### config.mk
export PLATFORM = sky130hd
export DESIGN_NAME = bin_to_bcd_display
export DESIGN_NICKNAME = d
export VERILOG_FILES = /design/src/rtl/bin_to_bcd_display.sv
export SDC_FILE = /design/constraint.sdc
export NUM_CORES = 1
export LEC_CHECK = 0
export CAP_MARGIN = 0
export CORE_MARGIN = 2
export CORE_UTILIZATION = 54
export CTS_CLUSTER_DIAMETER = 60
export CTS_CLUSTER_SIZE = 14
export DETAILED_ROUTE_END_ITERATION = 7
export MAX_ROUTING_LAYER = met4
export PLACE_DENSITY_LB_ADDON = 0.2
export SYNTH_ARGS = -nofsm -noshare
export SYNTH_HDL_FRONTEND = slang
export SYNTH_SLANG_ARGS = --single-unit
### constraint.sdc
create_clock -name clock -period 2.1 [get_ports clock]
set_clock_uncertainty 0.15 [all_clocks]
set_input_delay 0.42 -clock clock [delete_from_list [all_inputs] [get_ports clock]]
set_output_delay 0.42 -clock clock [all_outputs]
set_load 0.02 [all_outputs]
### src/rtl/bin_to_bcd_display.sv
// Sequential binary-to-BCD converter (double-dabble, one bit per clock) with
// leading-zero blanking and overflow flag, feeding per-digit 7-seg decoders.
// Optional feature macro: LEADING_ZERO_BLANK_EN (undefined: only the digits
// are shown, with no leading-zero blanking after the first conversion).
module bin_to_bcd_display #(
    parameter int unsigned WIDTH  = 16,
    parameter int unsigned DIGITS = 5
) (
    input  logic                  clock,
    input  logic                  reset_L,
    input  logic                  start,
    input  logic [WIDTH-1:0]      bin,
    output logic                  busy,
    output logic                  done,
    output logic [4*DIGITS-1:0]   bcd,
    output logic [DIGITS-1:0]     blank,
    output logic                  overflow
);

    localparam int unsigned BCD_W = 4 * DIGITS;
    localparam int unsigned CNT_W = $clog2(WIDTH + 1);

    typedef enum logic {IDLE, SHIFT} state_t;

    state_t             r_state;
    state_t             w_state_next;
    logic               w_accept;
    logic               w_last;

    logic [WIDTH-1:0]   r_shift;
    logic [BCD_W-1:0]   r_acc;
    logic               r_ovf_acc;
    logic [CNT_W-1:0]   r_count;

    logic [BCD_W-1:0]   r_bcd;
    logic [DIGITS-1:0]  r_blank;
    logic               r_overflow;
    logic               r_busy;
    logic               r_done;

    logic [BCD_W-1:0]   w_adj;
    logic [BCD_W-1:0]   w_acc_next;
    logic               w_ovf_next;
    logic [DIGITS-1:0]  w_blank_next;

    // State register
    always_ff @(posedge clock or negedge reset_L) begin
        if (!reset_L) begin
            r_state <= IDLE;
        end else begin
            r_state <= w_state_next;
        end
    end

    // Next-state logic and accept/last-iteration strobes
    always_comb begin
        w_state_next = r_state;
        w_accept     = 1'b0;
        w_last       = 1'b0;
        case (r_state)
            IDLE: begin
                if (start) begin
                    w_accept     = 1'b1;
                    w_state_next = SHIFT;
                end
            end
            SHIFT: begin
                if (r_count == CNT_W'(1)) begin
                    w_last       = 1'b1;
                    w_state_next = IDLE;
                end
            end
            default: w_state_next = IDLE;
        endcase
    end

    // Add-3 correction, one-bit shift, and sticky capture of the dropped carry
    always_comb begin
        w_adj = r_acc;
        for (int i = 0; i < int'(DIGITS); i++) begin
            if (r_acc[4*i +: 4] >= 4'd5) begin
                w_adj[4*i +: 4] = r_acc[4*i +: 4] + 4'd3;
            end
        end
        w_acc_next = {w_adj[BCD_W-2:0], r_shift[WIDTH-1]};
        w_ovf_next = r_ovf_acc | w_adj[BCD_W-1];
    end

`ifdef LEADING_ZERO_BLANK_EN
    // Blank digit i when it and every more-significant digit are zero; digit 0 always shown
    always_comb begin
        logic w_zero;
        w_zero       = 1'b1;
        w_blank_next = '0;
        for (int i = int'(DIGITS) - 1; i >= 1; i--) begin
            w_zero          = w_zero & (w_acc_next[4*i +: 4] == 4'd0);
            w_blank_next[i] = w_zero;
        end
    end
`else
    // All digits lit once a conversion has completed
    always_comb begin
        w_blank_next = '0;
    end
`endif

    // Datapath: shift iterations plus output registers loaded only on completion
    always_ff @(posedge clock or negedge reset_L) begin
        if (!reset_L) begin
            r_shift    <= '0;
            r_acc      <= '0;
            r_ovf_acc  <= 1'b0;
            r_count    <= '0;
            r_bcd      <= '0;
            r_blank    <= '1;
            r_overflow <= 1'b0;
            r_busy     <= 1'b0;
            r_done     <= 1'b0;
        end else begin
            r_done <= w_last;
            if (w_accept) begin
                r_shift   <= bin;
                r_acc     <= '0;
                r_ovf_acc <= 1'b0;
                r_count   <= CNT_W'(WIDTH);
                r_busy    <= 1'b1;
            end else if (r_state == SHIFT) begin
                r_shift   <= {r_shift[WIDTH-2:0], 1'b0};
                r_acc     <= w_acc_next;
                r_ovf_acc <= w_ovf_next;
                r_count   <= r_count - CNT_W'(1);
                if (w_last) begin
                    r_bcd      <= w_acc_next;
                    r_blank    <= w_blank_next;
                    r_overflow <= w_ovf_next;
                    r_busy     <= 1'b0;
                end
            end
        end
    end

    assign busy     = r_busy;
    assign done     = r_done;
    assign bcd      = r_bcd;
    assign blank    = r_blank;
    assign overflow = r_overflow;

endmodule
==> flow_summary.toml, run 1 <==
[timing]
post-route-period-util_pct = 90.4
setup_viol = 0
slew_headroom_pct = 68.3
rsz0062_at_grt = "no"
worst_slew_pin_slew_ns = 0.476
fmax_ghz = 0.527
slew_viol_final = 0
setup-tns-final_ns = 0
min_period_ns = 1.90
hold_violations = 0

[floorplan]
start_util_pct = 56.5
die_w_um = 80.4
coreArea_um2 = 5570
dieArea_um2 = 6460
die_h_um = 80.4
pin_count = 47
rows = 27

[worst_setup_path]
critical_path.max_fanout = 2
rrSetupSlack_ns = 0.30
crit_path_top_delay_cell = "clkdlybuf4s50_1"
worstPathRequired_ns = 1.53
critPathKind = "register to output pin"
critical_path.top_delay_family = "buffers and inverters"
startpoint_type = "register"
path_buf_inv = 1
critical_path.endpoint_type = "output pin"
cp.depth = 1
cp.arrival_ns = 1.33
reg2regPathDepth = 6
path_cells = "clkdlybuf4s50_1"
cp_slowest_stage_delay_ns = 0.63

[layout]
fin_area_um2 = 3950
antenna_cells = 0
drive_gt1_share_pct = 11.0
synthToLayoutAreaGrowth_pct = 25.3
final_nets = 363
fin_util_pct = 70.8

[grt]
top_usage_layer = "met2"
antenna_found_initial = 0
grt_pass1_vias = 2168
grt_use_met3_pct = 4.38
met2_usage_pct = 31.3
grt-ovfl-total = 0
grt_use_met1_pct = 25.4
grt_first_pass_wirelength_um = 9710
track_usage_pct = 20.2
grt_start_max_net_pins = 68

[status]
status = "complete, no violations"

[clock_network]
clockBufferDepth = 2
clock_sinks = 67
cts_buffers = 9
post_cts_buffers = 0
cts_tree = "done"
clk_latency_ns = 0.34
cts-root-buf = "clkbuf_8"
cts_max_level = 3
clkTransAtPathRegs_ns = 0.07

[route]
wl_per_cell_um = 13.6
firstDrtPassIters = 5
detail_route.vias_per_cell = 5.32
vias = 2176
drtIter0Drc = 107
drc = 0
ant_nets = 0
wirelength_um = 5570

[placement]
io_buffers = 46
place_area_um2 = 3670
gp_congestion = 0.723
hpwl_um = 3600

[yosys]
ys_ff_latch = 67
synth_most_common_cell = "dfrtp_1"
async_reset_ff_share_pct = 100
netlist.area_leader.share_pct = 52.4
syn-num-nets = 317
synth-edff-count = 0
synth.area.top_cells = "dfrtp_1, mux2i_1, mux2_2, ha_1, o21ai_0"
yosys.cell_types.count = 27
synthTopCellsByCount = "dfrtp_1, nand2_1, o21ai_0, mux2i_1, a21oi_1"
seq_area_frac_synth_pct = 53.3
yosys.area.top_type = "dfrtp_1"
synth_flop_cell = "dfrtp_1"
synthesis.area_um2 = 3150
ys_warn_count = 0
syn_inst = 286
syn_area_per_cell_um2 = 11.0

[power]
power_density_nw_per_um2 = 1610
ir_drop_mv = 0.970
leakage_nw = 1.89

[worst_hold_path]
hold_depth = 2
hp-class = "register to register"

[flow_run]
drv_cap = 0
==> cell usage in the layout (no fill, tap or decap), types with 4 or more instances in the layout <==
| cell | n |
|---|---|
| buf_12 | 4 |
| clkbuf_8 | 9 |
| nor3b_1 | 5 |
| a22o_1 | 16 |
| bufinv_16 | 4 |
| mux2_2 | 14 |
| dlymetal6s2s_1 | 4 |
| clkdlybuf4s50_1 | 40 |
| mux2i_1 | 21 |
| a21oi_1 | 18 |
| o21ai_0 | 29 |
| dfrtp_1 | 66 |
| nand2_1 | 33 |
| inv_1 | 14 |
| ha_1 | 12 |
| nand2b_1 | 8 |
| xnor2_1 | 6 |
| nor2_1 | 15 |
==> sequential cells by signal, indices dropped and copies added, names as in the netlist <==
signal,flops
bcd,20
blank,1
r_acc,20
r_ovf_acc,1
r_shift,16
r_count,5
done,1
busy,1
r_state,1
overflow,1
==> worst register-to-register path: stages, from the launching register on <==
cell,delay (ns)
dfrtp_1,0.44
inv_1,0.08
ha_1,0.20
nand2b_1,0.10
a21oi_1,0.28
mux2i_1,0.31
mux2_2,0.19
==> cell type report <==
type | instances | area (um2)
Clock inverter | 5 | 125
Inverter | 14 | 52.6
Multi-Input combinational cell | 188 | 1310
Fill cell | 418 | 1630
Timing Repair Buffer | 52 | 562
Clock buffer | 11 | 131
Tap cell | 72 | 90.1
Sequential cell | 67 | 1680
==> metrics by stage <==
step / instances / setup slack (ns) / power, mW / hold WS [ns]
CTS: 409 / 0.00457 / 6.42 / 0.341
finish: 409 / 0.202 / 6.36 / 0.337
global placement: 392 / 0.371 / 4.89 / 0.311
detailed placement: 392 / 0.328 / 5.01 / 0.318
global route: 409 / 0.154 / 6.83 / 0.364
floorplan: 286 / 0.433 / 4.13 / -0.0256
==> logic make-up after synthesis <==
kind of cell	count (synthesis)	share of synthesized area [%]
adders and majority gates	12	4.77
AOI/OAI and AO/OA	67	12.7
buffers and inverters	31	5.16
xor gates and xnor gates	7	1.95
and+or+nand+nor	67	10.4
DFF	67	53.3
muxes	35	11.7
==> routing by layer <==
metal / vias up / share of wire [%]
met2: 41 / 47
met3: 7 / 3.2
met4: 0 / 1.8
met5: - / 0
li1: 1071 / -
met1: 1057 / 48
==> final timing paths <==
path | endpoint | startpoint
worst min-delay path | r_shift[8] | r_shift[7]
max in group asynchronous | r_ovf_acc | reset_L
min in group asynchronous | bcd[11] | reset_L
worst min register to register | r_shift[8] | r_shift[7]
worst max register to register | bcd[2] | r_acc[0]
worst max-delay path | bcd[18] | bcd[18]
==> power by group <==
part | internal (mW) | switching, mW
clock network | 0.908 | 0.480
registers | 1.87 | 0.441
logic | 1.34 | 1.33
total | 4.11 | 2.25
==> timing repair <==
action                     in CTS  in global routing
setup endpoints to repair       1                  4
hold buffers                    1                  0
gates resized for setup         1                  4
hold endpoints to repair       66                  0
No activity file was read; power rests on OpenSTA's default activity.
==> inputs of run 2 (changes only) <==
ABC_AREA = 0   (was default)
PLACE_DENSITY = 0.78   (was default)
PLACE_DENSITY_LB_ADDON = default   (was 0.2)
RECOVER_POWER = 100   (was default)
==> run 2 against run 1 <==
Net effect: sequential share of layout area is 1.3 points higher; fmax is 2.7% lower; non-clock buffer count is 1 higher; register-to-register slack worse by 0.09 ns; setup slack worse by 0.052 ns; wire length is 0.90% lower; critical path depth stayed put; global-route usage is 0.24 points lower; clock power is 12% lower; first-iteration DRC count is 2.8% higher; flip-flop and latch count stayed put; critical endpoint is now bcd[19]; largest cell class unchanged; largest power group unchanged; highest routed layer unchanged.
==> flow_summary.toml, run 2 (same netlist as run 1, synthesis figures left out) <==
[layout]
antenna_cells = 0
synthToLayoutAreaGrowth_pct = 21.7
final_common_cell = "dfrtp_1"
final_nets = 364
drive_gt1_share_pct = 11.2
final_cell_mix = "dfrtp_1, nand2_1, o21ai_0, dlygate4sd3_1, mux2i_1"

[clock_network]
cts_max_level = 3
clk_latency_ns = 0.34
cts_tree = "done"
cts-root-buf = "clkbuf_8"
clockBufferDepth = 2
clkTransAtPathRegs_ns = 0.07
clock_sinks = 67
cts_buffers = 9

[timing]
whs_ns = 0.334
post-route-period-util_pct = 92.8
slew_headroom_pct = 40.9
slew_viol_final = 0
hold_violations = 0
setup_viol = 0
min_period_ns = 1.95
setup-tns-final_ns = 0
fmax_ghz = 0.513
worst_slew_pin_slew_ns = 0.886
rsz0062_at_grt = "no"

[worst_setup_path]
critPathLaunch = "bcd[19]"
critical_path.max_fanout = 2
reg2regPathDepth = 5
rrSetupSlack_ns = 0.21
critPathKind = "register to output pin"
cp.arrival_ns = 1.38
startpoint_type = "register"
r2r-end = "bcd[0]"
path_cells = "dlygate4sd3_1"
r2r-start = "r_count[1]"
worstPathRequired_ns = 1.53
path_buf_inv = 1
critical_path.top_delay_family = "buffers and inverters"
cp_slowest_stage_delay_ns = 0.66
crit_path_top_delay_cell = "dlygate4sd3_1"
critical_path.endpoint_type = "output pin"

[grt]
grt_pass1_vias = 2007
grt-ovfl-total = 0
track_usage_pct = 19.9
antenna_found_initial = 0
grt_start_max_net_pins = 68
grt_first_pass_wirelength_um = 9510

[floorplan]
die_w_um = 80.4
pin_count = 47
rows = 27
die_h_um = 80.4
start_util_pct = 56.5
dieArea_um2 = 6460
coreArea_um2 = 5570

[route]
vias = 2174
drtIter0Drc = 110
firstDrtPassIters = 4
ant_nets = 0
wirelength_um = 5520
drc = 0
detail_route.vias_per_cell = 5.30
wl_per_cell_um = 13.5

[power]
p_clk_share_pct = 20.1
p_switching_mw = 2.23
seq_power_share_pct = 37.9
leakage_nw = 1.80
ir_drop_mv = 1.01
internal_power_mw = 3.84
p_sw_share_pct = 36.8
power_density_nw_per_um2 = 1580
power_frac_comb_pct = 42.0

[worst_hold_path]
hp-class = "register to register"
hold_start = "r_shift[11]"
hold_depth = 2
hold_end = "r_shift[12]"

[status]
status = "complete, no violations"

[flow_run]
drv_cap = 0

[placement]
gp_congestion = 0.779
io_buffers = 46
hpwl_um = 3590
## run 2: changes by cell type in the layout (fill, tap and decap cells not counted), moves of 2 or more
cell | before | now
clkbuf_8 | 9 | 11
dlymetal6s2s_1 | 4 | 0
buf_12 | 4 | 0
clkdlybuf4s50_1 | 40 | 16
clkbuf_2 | 0 | 3
bufinv_16 | 4 | 2
dlygate4sd3_1 | 1 | 25
clkbuf_1 | 2 | 5
## run 2: worst max-delay path by stage
stage / to / cells after the start
final: bcd[19] / 1
after global routing: r_count[3] / 5
after CTS: blank[2] / 1
after detailed placement: bcd[10] / 5
after global placement: r_acc[6] / 4
after floorplan: bcd[10] / 5
## run 2: area by class of cell
| cell class | instances | area (um2) |
|---|---|---|
| flip-flops and latches | 67 | 1680 |
| inverters | 14 | 52.6 |
| repair buffers | 53 | 477 |
| well taps | 72 | 90.1 |
| clock inverters | 4 | 72.6 |
| fillers | 429 | 1740 |
| multi-input cells | 188 | 1310 |
| clock buffers | 12 | 155 |
## run 2: per-stage QoR
step	total power [mW]	setup slack (ns)	instance area (um2)	util, %	instances
after global routing	6.56	0.0834	3830	68.8	410
final	6.07	0.151	3830	68.8	410
after CTS	6.23	0.00422	3910	70.1	410
after detailed placement	5.00	0.350	3670	65.8	393
after floorplan	4.13	0.433	3150	-	286
after global placement	4.89	0.376	3670	65.8	393
## run 2: power by group through the flow
stage	Combinational, mW	Clock, mW	Sequential [mW]
floorplan	1.64	0	2.49
global placement	2.58	0	2.31
detailed placement	2.67	0	2.32
CTS	2.68	1.24	2.31
global route	2.88	1.30	2.38
finish	2.55	1.22	2.30
## run 2: per-layer routing
layer / vias to the layer above / share of wire, % / global-route usage, %
li1: 1073 / - / -
met1: 1045 / 48 / 26.5
met2: 45 / 46 / 29.7
met3: 11 / 3.5 / 4.04
met4: 0 / 2.0 / 9.15
met5: - / 0 / -
## run 2: repair_timing
action	CTS	global route
resized for setup	1	4
setup buffers	0	0
setup endpoints to repair	1	4
hold buffers	1	0
endpoints found under the hold margin	66	0
